<file path="src/rtl/insertion_sort_buffer.sv">
// insertion_sort_buffer: collects a frame, keeps it sorted ascending on every insert, then drains it in order.
// Define SORT_SIGNED_EN for two's-complement ordering; unsigned ordering otherwise.
module insertion_sort_buffer #(
    parameter int DATA_W = 32,
    parameter int DEPTH  = 32
) (
    input  logic                         clk,
    input  logic                         rst,
    input  logic                         in_valid,
    output logic                         in_ready,
    input  logic [DATA_W-1:0]            in_data,
    input  logic                         in_last,
    output logic                         out_valid,
    input  logic                         out_ready,
    output logic [DATA_W-1:0]            out_data,
    output logic                         out_last,
    output logic [$clog2(DEPTH+1)-1:0]   count
);
    localparam int CW = $clog2(DEPTH+1);
    localparam int IW = $clog2(DEPTH);
    typedef enum logic {FILL, DRAIN} state_t;
    state_t            state;
    logic [CW-1:0]     rd_idx;
    logic [DATA_W-1:0] mem [DEPTH];
    logic [DATA_W-1:0] ins [DEPTH];
    logic [DEPTH-1:0]  sel;
    logic              accept, close, take;
    function automatic logic gt(input logic [DATA_W-1:0] a, input logic [DATA_W-1:0] b);
`ifdef SORT_SIGNED_EN
        return $signed(a) > $signed(b);
`else
        return a > b;
`endif
    endfunction
    assign accept   = in_valid && in_ready;
    assign close    = in_last || count == CW'(DEPTH-1);
    assign take     = out_valid && out_ready;
    assign out_last = out_valid && rd_idx == count - CW'(1);
    assign out_data = out_valid ? mem[rd_idx[IW-1:0]] : '0;
    // sel marks the slots from the insertion point up to count; strict > keeps equal keys ahead of the new word
    for (genvar g = 0; g < DEPTH; g++) begin : g_ins
        assign sel[g] = CW'(g) == count || (CW'(g) < count && gt(mem[g], in_data));
        if (g == 0) begin : g_first
            assign ins[g] = sel[g] ? in_data : mem[g];
        end else begin : g_rest
            assign ins[g] = !sel[g] ? mem[g] : sel[g-1] ? mem[g-1] : in_data;
        end
    end
    always_ff @(posedge clk) begin
        if (accept) mem <= ins;
    end
    always_ff @(posedge clk or posedge rst) begin
        if (rst) begin
            state     <= FILL;
            count     <= '0;
            rd_idx    <= '0;
            in_ready  <= 1'b0;
            out_valid <= 1'b0;
        end else if (state == FILL) begin
            in_ready <= !(accept && close);
            if (accept) begin
                count <= count + CW'(1);
                if (close) begin
                    state     <= DRAIN;
                    out_valid <= 1'b1;
                end
            end
        end else if (take) begin
            if (out_last) begin
                state     <= FILL;
                count     <= '0;
                rd_idx    <= '0;
                out_valid <= 1'b0;
                in_ready  <= 1'b1;
            end else begin
                rd_idx <= rd_idx + CW'(1);
            end
        end
    end
endmodule

</file>
<file path="config.mk">
export PLATFORM = sky130hd
export DESIGN_NAME = insertion_sort_buffer
export DESIGN_NICKNAME = d
export VERILOG_FILES = /design/src/rtl/insertion_sort_buffer.sv
export SDC_FILE = /design/constraint.sdc
export NUM_CORES = 2
export LEC_CHECK = 0
export BUFFER_PORTS_ARGS = -buffer_cell sky130_fd_sc_hd__buf_2
export CORE_UTILIZATION = 40
export CTS_CLUSTER_DIAMETER = 80
export DETAILED_ROUTE_END_ITERATION = 10
export GPL_TIMING_DRIVEN = 0
export SETUP_SLACK_MARGIN = 0.2
export SYNTH_ARGS = -nofsm -noshare
export SYNTH_HDL_FRONTEND = slang
export SYNTH_SLANG_ARGS = --single-unit
</file>
<file path="constraint.sdc">
create_clock -name clk -period 11.5 [get_ports clk]
set_input_delay 2.3 -clock clk [delete_from_list [all_inputs] [get_ports clk]]
set_output_delay 2.3 -clock clk [all_outputs]
set_load 0.1 [all_outputs]
</file>
==> impl_metrics.ini <==
[setup_path]
path_max_fanout = 10
required_ns = 9.20
reg2reg_slack_ns = 6.30
critical_path_class = reg2out
cpMaxStageDelayCell = clkbuf_1
reg2reg_to = mem[104]
reg2reg_from = count[1]
worstPathArrival_ns = 5.64
max_stage_delay_ns = 1.08
cp_cell_sequence = buf_2, clkbuf_1, clkbuf_1, mux4_2, mux4_2, mux2i_1, nor2b_1, buf_2
r2r_cells = 12
crit_path_start = rd_idx[1]
end_kind = primary output
critPathLaunchType = flip-flop

[timing]
rsz0062_at_grt = false
slew_viol_final = 0
finalClockSkew_ns = 0.0330
period_share = 0.691
final.setup.tns_ns = 0
setup_viol = 0
slew_headroom = 0.0128
fmax_mhz = 126
layout_min_cycle_time_ns = 7.94
tightest_slew_ns = 1.47
final-hold-violation-count = 0

[die]
rows = 159
dieArea_um2 = 191000
io_pins = 78
die_h_um = 437
fp.dieW_um = 437
core_area_um2 = 188000
initial_utilization = 0.403

[global_route]
grtUsageTotal = 0.286
grt.overflow.total = 0
grt_pass1_vias = 53200
grt_max_degree = 38
antenna_found_initial = 12
grt_pass1_wl_um = 394000

[power]
power.density_nw_per_um2 = 216
p_total_uw = 18200
vdd_ir_drop_max_v = 0.000572
leakagePower_uw = 0.0309

[finish]
register_area_um2 = 31100
fillers = 17000
nNetsFinal = 7099
multi_input_comb_area_um2 = 43000
fin_util = 0.450
drive_gt1_frac = 0.282
final_cells = 8629
area_delta_synth_final_pct = 11.5

[synth]
ys_seq_area_frac = 0.411
syn-num-nets = 6842
synth_ff_type = edfxtp_1
muxShareOfSynthArea = 0.244
synth_compound_area_frac = 0.0778
synth.top_cell.area_share = 0.406
synthMostInstantiatedCell = ha_1
synth_top_family_by_area = multiplexers
synth_xor_xnor_area_share = 0.00174
synth_edf_count = 1024
syn_avg_cell_area_um2 = 13.1
synthTopCellsByCount = 1,030 x ha_1, 1,024 x edfxtp_1, 856 x mux2_2, 426 x a21oi_1, 320 x mux4_2
synthTopCellsByArea = edfxtp_1 41%, ha_1 17%, mux2_2 13%, mux4_2 9.5%, a21oi_1 2.8%
synthAdderAreaFrac = 0.170
synth_area_um2 = 75700
synth-simple-area-share = 0.0704
ys.warnings.count = 0
ys_ff_latch = 1039
synth_cell_types = 82
synth_top_area_cell = edfxtp_1
postSynthCellCount = 5775
async_flop_share = 0.0144

[clock_tree]
clkLatencyLatePin_ns = 0.80
clkSinkCount = 1039
cts_resized = 0
cts_hold_buffers = 0
path_clk_slew_ns = 0.06
numCtsBuffers = 130
cts_max_level = 4
cts_tree = built
post_cts_buffers = 0
clockBufferDepth = 3
clockRootBuffer = clkbuf_16

[detailed_routing]
first_iter_violations = 7080
dr.pass1.iters = 9
vias_per_cell = 6.42
wire_per_inst_um = 32.1
dr_total_vias = 55400
ant_nets = 0
drc = 16
routed_wl_um = 277000

[outcome]
violations = DRC, capacitance limit
status = complete, but fails checks

[placement]
hpwl_um = 225000
routabilityCongestion = 1.02
port_buffers = 77
dp.cells = 8393

[min_path]
hold_path.startpoint = mem[938]
hp-class = reg2reg
min_to = mem[906]
hold_depth = 1

[run]
cap_viol_max_count = 1
layer usage:
layer / vias up / GRT usage / part of all wire / wire (µm)
met5: - / 0 / 0.00039 / 109
met3: 515 / 0.0554 / 0.083 / 23100
li1: 24000 / - / - / -
met2: 2650 / 0.433 / 0.44 / 123000
met1: 28100 / 0.389 / 0.42 / 116000
met4: 16 / 0.143 / 0.057 / 15800
flip-flops by register name (all words and copies together), names as in the netlist:
signal	count
count	6
in_ready	1
mem	1024
out_valid	1
rd_idx	6
state	1
layout make-up:
cell class	count	area share
Multi-Input combinational cell	4332	0.509
Sequential cell	1039	0.369
Clock buffer	161	0.0422
Tap cell	2495	0.0370
Buffer	322	0.0186
Timing Repair Buffer	125	0.0156
Clock inverter	66	0.00531
Inverter	82	0.00365
Antenna cell	7	0.000207
power by group:
| group | switching (µW) | leakage (µW) | total [µW] | internal (µW) |
|---|---|---|---|---|
| clock network | 1730 | 0.00196 | 4050 | 2310 |
| logic | 5450 | 0.0195 | 8750 | 3290 |
| registers | 440 | 0.00946 | 5410 | 4970 |
| total | 7630 | 0.0309 | 18200 | 10600 |
logic make-up (layout without fill, tap and decap cells):
logic type | Yosys count | in the layout
XOR/XNOR | 15 | 15
AND/OR/NAND/NOR | 1029 | 1029
flip-flops | 1039 | 1039
multiplexers | 1314 | 1314
adder cells (fa/ha/maj) | 1030 | 1030
buffers and inverters | 404 | 756
AO/OA/AOI/OAI | 944 | 944
other | 0 | 7
worst max-delay path: cells and delay by family (launching register included):
kind / cells / cell delay, ns
buffers and inverters: 4 / 3.06
flip-flops: 1 / 0.35
multiplexers: 3 / 0.88
AND/OR/NAND/NOR: 1 / 0.52
per-stage QoR:
| stage | setup WS, ns | instance area, µm² | hold WS (ns) |
|---|---|---|---|
| detailed placement | 2.89 | 80400 | 0.574 |
| floorplan | 4.04 | 75700 | 0.497 |
| finish | 3.56 | 84400 | 0.599 |
| global route | 3.42 | 84400 | 0.620 |
| global placement | -0.0967 | 79200 | 0.564 |
| CTS | 3.60 | 84400 | 0.588 |
worst max path at each step:
stage,endpoint,slack [ns]
global placement,mem[164],-0.1
finish,out_data[0],3.56
detailed placement,mem[164],2.89
CTS,out_data[0],3.60
global route,mem[164],3.42
floorplan,mem[160],4.04
cell usage in the layout (no fill, tap or decap), drive strengths merged, types with 9 or more instances in the layout:
cell / netlist / final
ha: 1030 / 1030
edfxtp: 1024 / 1024
mux2: 962 / 962
a21oi: 429 / 429
clkbuf: 174 / 335
mux4: 320 / 320
buf: 148 / 273
nand2: 263 / 263
nand4: 233 / 233
nand3: 171 / 171
o21ai: 148 / 148
nor2: 125 / 125
inv: 82 / 83
nor2b: 78 / 78
a21o: 76 / 76
clkinv: 0 / 57
nor4: 51 / 51
a31oi: 48 / 48
nor3: 38 / 38
a211oi: 38 / 38
o211ai: 34 / 34
o311ai: 33 / 33
mux2i: 32 / 32
a221o: 25 / 25
a2111oi: 23 / 23
or3: 16 / 16
a221oi: 15 / 15
dfrtp: 15 / 15
and4: 12 / 12
o21bai: 9 / 9
a21boi: 9 / 9
No activity file was read; power rests on OpenSTA's default activity.
